==> config.mk <==
export PLATFORM = sky130hd
export DESIGN_NAME = clk_div_ctrl
export DESIGN_NICKNAME = d
export VERILOG_FILES = /design/src/rtl/clk_div_pkg.sv /design/src/rtl/clk_div_period.sv /design/src/rtl/clk_div_ctrl.sv
export SDC_FILE = /design/constraint.sdc
export NUM_CORES = 1
export LEC_CHECK = 0
export BUFFER_PORTS_ARGS = -buffer_cell sky130_fd_sc_hd__clkbuf_2
export CAP_MARGIN = 20
export CELL_PAD_IN_SITES_DETAIL_PLACEMENT = 0
export CELL_PAD_IN_SITES_GLOBAL_PLACEMENT = 1
export CORE_ASPECT_RATIO = 1.2
export CORE_MARGIN = 2
export CORE_UTILIZATION = 30
export CTS_BUF_LIST = sky130_fd_sc_hd__clkbuf_8
export DETAILED_ROUTE_END_ITERATION = 6
export HOLD_SLACK_MARGIN = 0.12
export PLACE_DENSITY_LB_ADDON = 0.25
export SLEW_MARGIN = 20
export SYNTH_ARGS = -nofsm -noshare
export SYNTH_HDL_FRONTEND = slang
export SYNTH_SLANG_ARGS = --single-unit
==> constraint.sdc <==
create_clock -name i_clk -period 3.66 [get_ports i_clk]
set_input_delay 0.549 -clock i_clk [delete_from_list [all_inputs] [get_ports i_clk]]
set_output_delay 0.549 -clock i_clk [all_outputs]
set_load 0.03 [all_outputs]
==> src/rtl/clk_div_pkg.sv <==
// rtl/clk_div_pkg.sv - shared types and helpers for the programmable clock divider
package clk_div_pkg;

    typedef enum logic [1:0] {
        OFF  = 2'd0,
        RUN  = 2'd1,
        PEND = 2'd2
    } state_t;

    localparam int RATIO_MIN = 2;

    // High-phase length: ceil(r/2), so odd ratios get the extra cycle high.
    function automatic logic [31:0] high_len(input logic [31:0] r);
        return (r + 32'd1) >> 1;
    endfunction

endpackage

==> src/rtl/clk_div_period.sv <==
// rtl/clk_div_period.sv - period counter, divided-clock flop and boundary decode
module clk_div_period
    import clk_div_pkg::*;
#(
    parameter int W = 8
) (
    input  logic         i_clk,
    input  logic         i_rst_n,
    input  logic [W-1:0] ratio,
    input  logic         run,
    input  logic         restart,
    output logic         o_clk,
    output logic         o_tick
);

    logic [W-1:0] cnt_q;
    logic [W-1:0] cnt_inc;
    logic [W-1:0] h;

    assign cnt_inc = cnt_q + W'(1);
    assign h       = W'(high_len(32'(ratio)));
    assign o_tick  = run && (cnt_q == ratio - W'(1));

    // The last cycle of a period is always low, so stopping at the boundary never cuts a high phase.
    always_ff @(posedge i_clk or negedge i_rst_n) begin
        if (!i_rst_n) begin
            cnt_q <= '0;
            o_clk <= 1'b0;
        end else if (restart) begin
            cnt_q <= '0;
            o_clk <= 1'b1;
        end else if (o_tick) begin
            cnt_q <= '0;
            o_clk <= 1'b0;
        end else if (run) begin
            cnt_q <= cnt_inc;
            o_clk <= (cnt_inc < h);
        end
    end

endmodule

==> src/rtl/clk_div_ctrl.sv <==
// rtl/clk_div_ctrl.sv - run/stop FSM, ratio handshake and glitch-free switchover
module clk_div_ctrl
    import clk_div_pkg::*;
#(
    parameter int W             = 8,
    parameter int DEFAULT_RATIO = 8
) (
    input  logic         i_clk,
    input  logic         i_rst_n,
    input  logic         i_en,
    input  logic         i_cfg_valid,
    input  logic [W-1:0] i_cfg_ratio,
    output logic         o_cfg_ready,
    output logic         o_cfg_err,
    output logic         o_clk,
    output logic         o_tick,
    output logic [W-1:0] o_ratio,
    output logic         o_active
);

    state_t       state_q, state_d;
    logic [W-1:0] ratio_q, ratio_d;
    logic [W-1:0] pend_q, pend_d;
    logic         err_q;
    logic         tick;
    logic         run;
    logic         restart;
    logic         accept;
    logic         legal;
    logic         take;

    assign o_cfg_ready = (state_q != PEND);
    assign accept      = i_cfg_valid && o_cfg_ready;
    assign legal       = (i_cfg_ratio >= W'(RATIO_MIN));
    assign take        = accept && legal;
    assign run         = (state_q != OFF);
    assign restart     = i_en && ((state_q == OFF) || tick);

    always_comb begin
        state_d = state_q;
        ratio_d = ratio_q;
        pend_d  = pend_q;
        case (state_q)
            OFF: begin
                if (take)
                    ratio_d = i_cfg_ratio;
                if (i_en)
                    state_d = RUN;
            end
            RUN, PEND: begin
                if (tick) begin
                    // A request landing exactly on the boundary wins over any older pending one.
                    if (take)
                        ratio_d = i_cfg_ratio;
                    else if (state_q == PEND)
                        ratio_d = pend_q;
                    state_d = i_en ? RUN : OFF;
                end else if ((state_q == RUN) && take) begin
                    pend_d  = i_cfg_ratio;
                    state_d = PEND;
                end
            end
            default: state_d = OFF;
        endcase
    end

    always_ff @(posedge i_clk or negedge i_rst_n) begin
        if (!i_rst_n) begin
            state_q <= OFF;
            ratio_q <= W'(DEFAULT_RATIO);
            pend_q  <= '0;
            err_q   <= 1'b0;
        end else begin
            state_q <= state_d;
            ratio_q <= ratio_d;
            pend_q  <= pend_d;
            err_q   <= accept && !legal;
        end
    end

    clk_div_period #(
        .W(W)
    ) u_period (
        .i_clk   (i_clk),
        .i_rst_n (i_rst_n),
        .ratio   (ratio_q),
        .run     (run),
        .restart (restart),
        .o_clk   (o_clk),
        .o_tick  (tick)
    );

    assign o_tick    = tick;
    assign o_cfg_err = err_q;
    assign o_ratio   = ratio_q;
    assign o_active  = run;

endmodule
Word-level counts from Yosys, hierarchy flattened
Index checks and enable logic that the tools add are counted.
- bits of input ports: 12
- register bits after elaboration: 28
- word-level logic and storage cells: 53
- output and inout port bits: 13
- bitwise operators: 1
- eq/ne operators: 9
- reductions and logical operators: 16
- multiplexer cells: 16
- magnitude comparators: 2
- add/subtract/negate cells: 3
- operators with widths (cell ; number):
    $mux 8 ; 7
    $pmux 8 s2 ; 1
    $add 8x1->9 const B ; 1
    $add 8x1->8 const B ; 1
    $eq 8x8->1 ; 1
    $ge 8x2->1 const B ; 1
    $lt 8x8->1 ; 1
    $ne 2x2->1 const B ; 4
    $sub 8x1->8 const B ; 1
    $logic_and 1x1->1 ; 6
    $mux 2 ; 3
    $ne 3x3->1 const B ; 2
    $mux 1 ; 4
    $pmux 2 s2 ; 1
    $reduce_and 4->1 ; 1
    $reduce_bool 2->1 ; 2
    $reduce_and 3->1 ; 1
    $reduce_bool 3->1 ; 1
    $eq 2x1->1 const B ; 1
    $eq 2x2->1 const B ; 1
    $logic_not 2->1 ; 1
    $reduce_and 2->1 ; 1
    $reduce_or 2->1 ; 1
    $logic_not 1->1 ; 1
    other kinds (2) ; 2

Logic depth before layout (Yosys ltp)
Gate-level depths: netlist (run 1).
- word-level depth: 7
- gate-level depth with buffers: 10
- gate-level depth less buffers: 9

Modules after synthesis
A second synthesis (run 1) with hierarchy kept.
- cells, all modules: 217
- area, all modules: 2109.5 µm²
- by module, submodules not included (module ; times used ; seq. area each (µm²) ; area an instance (µm²) ; cells an instance):
    clk_div_period ; 1 ; 225.2 ; 1062.3 ; 132
    clk_div_ctrl ; 1 ; 476.7 ; 1047.3 ; 85

Worst setup path before layout (run 1)
No wires, ideal clock.
- path kind: register to output
- start point: register ratio_q[0] (netlist: o_ratio[0])
- end point: output o_tick
- cell stages (with the launch flop): 8
- arrival: 2.299 ns
- slack: 0.812 ns
- buffers on the path: 1
- data required time: 3.111 ns
- cell sequence: dfrtp_1 clkbuf_1 inv_1 ha_1 nand2_1 or4_4 a211oi_4 and3_2
- word-level cells in the longest chain between the ends: 3
- RTL lines (item ; line ; RTL):
    start: declaration ; clk_div_ctrl.sv:22 ; logic [W-1:0] ratio_q, ratio_d;
    start signal: assignment ; clk_div_ctrl.sv:70 ; ratio_q <= W'(DEFAULT_RATIO);
    start signal: assignment ; clk_div_ctrl.sv:75 ; ratio_q <= ratio_d;
    $sub 8x1->8 ; clk_div_period.sv:22 ; assign o_tick = run && (cnt_q == ratio - W'(1));
    $eq 8x8->1 ; clk_div_period.sv:22 ;
    $logic_and 1x1->1 ; clk_div_period.sv:22 ;
    end: declaration ; clk_div_ctrl.sv:16 ; output logic o_tick,
No other way between the ends.

Worst setup path in the final report (run 1)
Same ends and word-level chain as after synthesis.

==> results of run 1 <==
## state kept, by name (all words and copies together) (netlist names)
register and flops:
state_q 2, o_cfg_err 1, u_period.cnt_q 8, u_period.o_clk 1
pend_q 8, o_ratio 8
## power by group through the flow
stage          combinational (uW)  sequential, uW  clock (uW)
2_1_floorplan                 878             635           0
3_3_place_gp                 1150             640           0
3_5_place_dp                 1150             640           0
4_1_cts                      1160             632         265
5_1_grt                      1270             659         272
6_report                     1140             632         257
## Yosys cell counts (all sizes together) (2+ instances only)
cell type / count
ha: 14
dfrtp: 27
nand3: 10
mux2i: 6
inv: 8
nand2b: 3
nand2: 14
a22o: 6
nor4: 2
o21a: 3
mux2: 21
nor3: 8
a21boi: 2
nor2: 9
nand4: 2
xnor2: 12
a21oi: 4
o211ai: 3
buf: 5
and3: 3
o21ai: 2
xor2: 10
## cells by family (layout without fill, tap and decap cells)
logic type,count (synthesis),in the layout,synth area share (%)
AO/OA/AOI/OAI,29,29,13.3
AND/OR/NAND/NOR,56,56,14.4
multiplexers,27,27,14.9
adder cells (fa/ha/maj),14,14,8.82
flip-flops,28,28,35.3
buffers and inverters,15,39,3.59
XOR/XNOR,22,22,9.70
## area by class of cell
type	count	area share, %
Inverter	9	1.49
Multi-Input combinational cell	148	53.7
Clock inverter	1	1.33
Sequential cell	28	31.0
Timing Repair Buffer	26	5.97
Clock buffer	3	1.83
Tap cell	85	4.70
## metrics by stage
step | setup WS [ps] | utilization (%) | total power [uW] | std cells
after detailed placement | 853 | 34.2 | 1790 | 296
after global placement | 878 | 34.2 | 1790 | 296
after global routing | 389 | 35.3 | 2210 | 300
after CTS | 500 | 35.3 | 2050 | 300
final | 521 | 35.3 | 2030 | 300
after floorplan | 812 | - | 1510 | 191
## placed cells by master (no fill, tap or decap), types with 2 or more instances in the layout
master and count:
ha_1 14, buf_4 2, o211ai_1 3, nand3_1 10
clkbuf_8 3, a21boi_0 2, a22o_1 6, nor2_1 9
nand4_1 2, mux2_2 21, o21a_1 3, clkbuf_2 24
xnor2_1 12, nand2b_1 3, nand2_1 14, dfrtp_1 27
xor2_1 10, inv_1 8, a21oi_1 3, nor3_1 8
and3_2 2, mux2i_1 6, o21ai_0 2, nor4_1 2
## routing by layer
layer	up-vias	part of all wire, %
met1	705	45
met5	-	0
met3	5	1.5
met2	12	52
met4	0	1.3
li1	740	-
## final timing paths
kind / endpoint / slack (ps) / cells after the start
worst max register to register: pend_q[4] / 890 / 8
max in group asynchronous: u_period.cnt_q[1] / 2880 / 1
worst max-delay path: o_tick / 520 / 8
worst min register to register: pend_q[6] / 510 / 1
min in group i_clk: pend_q[6] / 510 / 1
worst min-delay path: pend_q[3] / 300 / 1
==> reports/results.tsv, run 1 <==
metric	value	unit
CP Cell Sequence	inv_1 > ha_1 > nand2_1 > or4_4 > a211oi_4 > buf_4 > and3_2 > clkbuf_2	
fin crit share	85.8	%
Post-CTS Setup Bufs	0	
CTS Buffer Depth	2	
met1 GRT Util	17.4	%
vias in the first global route	1486	
Synth Instances	191	
final count of pins violating max slew	0	
kind of end point of the critical path	output port	
Seq/Total Area, Yosys	35.3	%
worst path buffer plus inverter count	3	
maximum clock rate	0.319	GHz
CP top delay family	simple AND/OR/NAND/NOR gates	
met2 Usage GRT	23.9	%
Gate power share	56.1	%
outcome	completed	
Reg area	702	um^2
min Tclk post-route	3140	ps
Worst-Skew Late Latency	290	ps
worst vdd ir	317	uV
pwr/cell area	896	nW/um^2
CP Max Fanout	9	
clk_skew	5.80	ps
CTS root buffer	clkbuf_8	
Residual DRC	0	
Mean Syn Cell Area	10.4	um^2
Final ANT Viol Nets	0	
Yosys reg bits	28	
largest net degree at the start of global routing	29	
num rows	32	
area taken by multi-input logic gates	1210	um^2
Sum Neg Setup Slack	0	ps
Rel. slew slack	50.7	%
area leader, netlist	dfrtp_1	
CTS tree	built	
final hold violations	0	
drt total wl	4.56	mm
met3 usage	1.54	%
ys flop type	dfrtp_1	
Die W	78.3	um
Async S/R FF share, synth	100	%
drt first pass iters	4	
total clock buffers created by CTS	3	
hold_buf cts	0	
grt peak-use layer	met2	
filler instances	687	
wire per inst	15.2	um
ant diodes	0	
area grow syn2layout	13.9	%
post-DP HPWL	3.45	mm
launch point of the worst reg-to-reg path	o_ratio[0]	
critical path class	reg -> out	
Clock power frac	12.7	%
first-pass GRT wire length	7.76	mm
RSZ-0062 raised after global routing	no	
Nets	242	
drt initial violations	27	
Top Ports	25	
top cell type's share of synthesized area	34.0	%
Remaining Overflow, GRT	0	
Critical-path top delay cell	dfrtp_1	
Chip Height	93.2	um
CP peak stage delay	490	ps
Power Internal	1080	uW
Max-Cap Viols	0	
area post-placement	2190	um^2
Unique masters post-synth	43	
Ys Warns	0	
Startpoint Class	flop	
Sink Count	28	
gr usage total	13.5	%
GP Congestion	0.800	
critical path startpoint	o_ratio[0]	
Flop pwr share	31.2	%
die area	7290	um^2
layout cells sized above 1	27.9	%
Worst-path clk slew	100	ps
number of synthesized flops with an enable pin	0	
PostCTS Resize Cnt	0	
Worst Path Required	3110	ps
Net Sw Frac	46.5	%
H-tree depth	1	
via density per instance	4.87	
vias	1462	
Finished Cell Area	2260	um^2
synth top area cells	dfrtp_1, mux2_2, ha_1	
count of input and output buffers	24	
Core Region	6410	um^2
syn_nets	217	
WHS	303	ps
Initial Util	31.0	%
Least-Margin Pin Slew	740	ps
Net Switching	943	uW
Leak Pwr	0.00101	uW
initial antenna violation count	0	
critical path arrival	2590	ps
Cell Area, Synth	1990	um^2
type of the worst min-delay path	in -> async	
count of final setup violators	0	
Note: power is estimated with default switching activity, not from simulation.
==> inputs of run 2 (changes only) <==
Settings changed: ABC_AREA from default to 1, SKIP_CTS_REPAIR_TIMING from default to 1.
==> run 2 against run 1 <==
Die area up 6.2%. Sequential share of layout area down 1.3 points. Setup slack better by 440 ps. Sequential cell count unchanged. First-iteration DRC count rose to 3.3 times the previous value. Combinational power up 11%. Synthesized cell count up 55%. Highest routed layer unchanged.
==> reports/results.tsv, run 2 <==
metric	value	unit	change
Max-Cap Viols	0		unchanged
WHS	318	ps	was 303 ps
final hold violations	0		unchanged
CP Max Fanout	5		was 9
count of input and output buffers	24		unchanged
number of synthesized flops with an enable pin	0		unchanged
Finished Core Util	34.5	%	was 35.3%
critical path startpoint	o_ratio[0]		unchanged
ant diodes	0		unchanged
Residual DRC	0		unchanged
CP Cell Sequence	inv_1 > ha_1 > inv_1 > nor2_1 > nand3_1 > nand2_1 > nand2_1 > nand2_1 > nand2_2 > nor2_4 > nand3_4 > inv_1 > clkbuf_2		was inv_1 > ha_1 > nand2_1 > or4_4 > a211oi_4 > buf_4 > and3_2 > clkbuf_2
GP Congestion	0.785		was 0.800
Initial Util	30.9	%	was 31.0%
CTS tree	built		unchanged
worst vdd ir	246	uV	was 317 uV
outcome	completed		unchanged
Yosys reg bits	28		unchanged
CP peak stage delay	430	ps	was 490 ps
count of final setup violators	0		unchanged
drt first pass iters	4		unchanged
Die W	80.7	um	was 78.3 um
Top Ports	25		unchanged
area leader, netlist	dfrtp_1		unchanged
CTS root buffer	clkbuf_8		unchanged
Async S/R FF share, synth	100	%	unchanged
Core Region	6850	um^2	was 6410 um^2
Worst-path clk slew	100	ps	about the same
via density per instance	4.45		was 4.87
Sum Neg Setup Slack	0	ps	unchanged
area post-placement	2310	um^2	was 2190 um^2
Cell Area, Synth	2120	um^2	was 1990 um^2
Seq/Total Area, Yosys	33.2	%	was 35.3%
first-pass GRT wire length	8.71	mm	was 7.76 mm
vias in the first global route	1815		was 1486
syn_nets	322		was 217
drt initial violations	90		was 27
Mean Syn Cell Area	7.15	um^2	was 10.4 um^2
wire per inst	12.3	um	was 15.2 um
drt total wl	4.99	mm	was 4.56 mm
most frequent cells in the layout	nand2_1, inv_1, dfrtp_1		was dfrtp_1, clkbuf_2, mux2_2
final count of pins violating max slew	0		unchanged
ys flop type	dfrtp_1		unchanged
layout cells sized above 1	15.6	%	was 27.9%
Sink Count	28		unchanged
largest net degree at the start of global routing	29		unchanged
most frequent cell after synthesis	nand2_1		was dfrtp_1
critical path arrival	2150	ps	was 2590 ps
Worst Path Required	3110	ps	about the same
maximum clock rate	0.371	GHz	was 0.319 GHz
clk_skew	1.83	ps	was 5.80 ps
min Tclk post-route	2700	ps	was 3140 ps
R2R setup slack	1420	ps	was 890 ps
area grow syn2layout	11.7	%	was 13.9%
die area	7750	um^2	was 7290 um^2
Leak Pwr	0.00127	uW	was 0.00101 uW
Worst-Skew Late Latency	280	ps	was 290 ps
Startpoint Class	flop		unchanged
synth top area cells	dfrtp_1, nand2_1, inv_1		was dfrtp_1, mux2_2, ha_1
post-DP HPWL	4.03	mm	was 3.45 mm
Post-synth top cells	nand2_1, inv_1, dfrtp_1		was dfrtp_1, mux2_2, ha_1, nand2_1, xnor2_1
Nets	347		was 242
r2r endpoint	pend_q[3]		was pend_q[4]
pwr/cell area	857	nW/um^2	was 896 nW/um^2
fin crit share	73.7	%	was 85.8%
vias	1810		was 1462
type of the worst min-delay path	in -> async		unchanged
Final ANT Viol Nets	0		unchanged
critical path class	reg -> out		unchanged
gr usage total	14.5	%	was 13.5%
most common cell after layout, fill and taps aside	nand2_1		was dfrtp_1
Remaining Overflow, GRT	0		unchanged
launch point of the worst reg-to-reg path	o_ratio[0]		unchanged
CTS Buffer Depth	2		unchanged
Least-Margin Pin Slew	751	ps	was 740 ps
RSZ-0062 raised after global routing	no		unchanged
Unique masters post-synth	32		was 43
r2r worst-path depth	15		was 8
Critical-path top delay cell	dfrtp_1		unchanged
top cell type's share of synthesized area	31.9	%	was 34.0%
initial antenna violation count	0		unchanged
Synth Instances	296		was 191
Chip Height	96.0	um	was 93.2 um
num rows	33		was 32
kind of end point of the critical path	output port		unchanged
Rel. slew slack	49.9	%	was 50.7%
Finished Cell Area	2360	um^2	was 2260 um^2
total clock buffers created by CTS	3		unchanged
Ys Warns	0		unchanged
H-tree depth	1		unchanged
## run 2: layout make-up
class | instances | area [um^2]
Fill cell | 794 | 4490
Multi-Input combinational cell | 213 | 1190
Sequential cell | 28 | 702
Inverter | 51 | 191
Timing Repair Buffer | 24 | 120
Tap cell | 87 | 109
Clock buffer | 4 | 55.1
## run 2: power by group
| group | internal, uW | switching (uW) |
|---|---|---|
| combinational | 416 | 841 |
| sequential | 425 | 146 |
| clock | 96.5 | 103 |
| total | 938 | 1090 |
## run 2: cell families (layout without fill, tap and decap cells)
kind of cell | Yosys count | in the layout | synth area share, %
compound gates | 35 | 35 | 9.04
xor+xnor | 12 | 12 | 4.96
fa+ha+maj | 14 | 14 | 8.27
buf+inv | 55 | 79 | 10.8
flops | 28 | 28 | 33.2
simple gates | 152 | 152 | 33.8
## run 2: per-stage QoR
step           setup slack [ps]  total power (uW)  std cells
2_1_floorplan              1220              1550        296
4_1_cts                     942              2060        407
3_3_place_gp               1320              1850        403
6_report                    964              2030        407
3_5_place_dp               1270              1850        403
5_1_grt                     714              2280        407
## run 2: worst max-delay path, delay by kind of cell, from the launching register on
kind                       cells  cell delay [ps]
buffers and inverters          4              460
DFF                            1              430
and+or+nand+nor                8              780
adders and majority gates      1              200
## run 2: per-layer routing
layer / GRT usage [%] / vias to the layer above / routed length [um]
met1: 19.0 / 802 / 2380
li1: - / 984 / -
met2: 25.8 / 22 / 2460
met5: 0 / - / 0
met3: 1.50 / 2 / 125
met4: 2.97 / 0 / 29
## run 2: worst max-delay path by stage
stage / endpoint / slack (ps) / cells past startpoint
after global placement: o_tick / 1320 / 13
after global routing: o_tick / 710 / 13
after detailed placement: o_tick / 1270 / 13
final: o_tick / 960 / 13
after floorplan: o_tick / 1220 / 12
after CTS: o_tick / 940 / 13
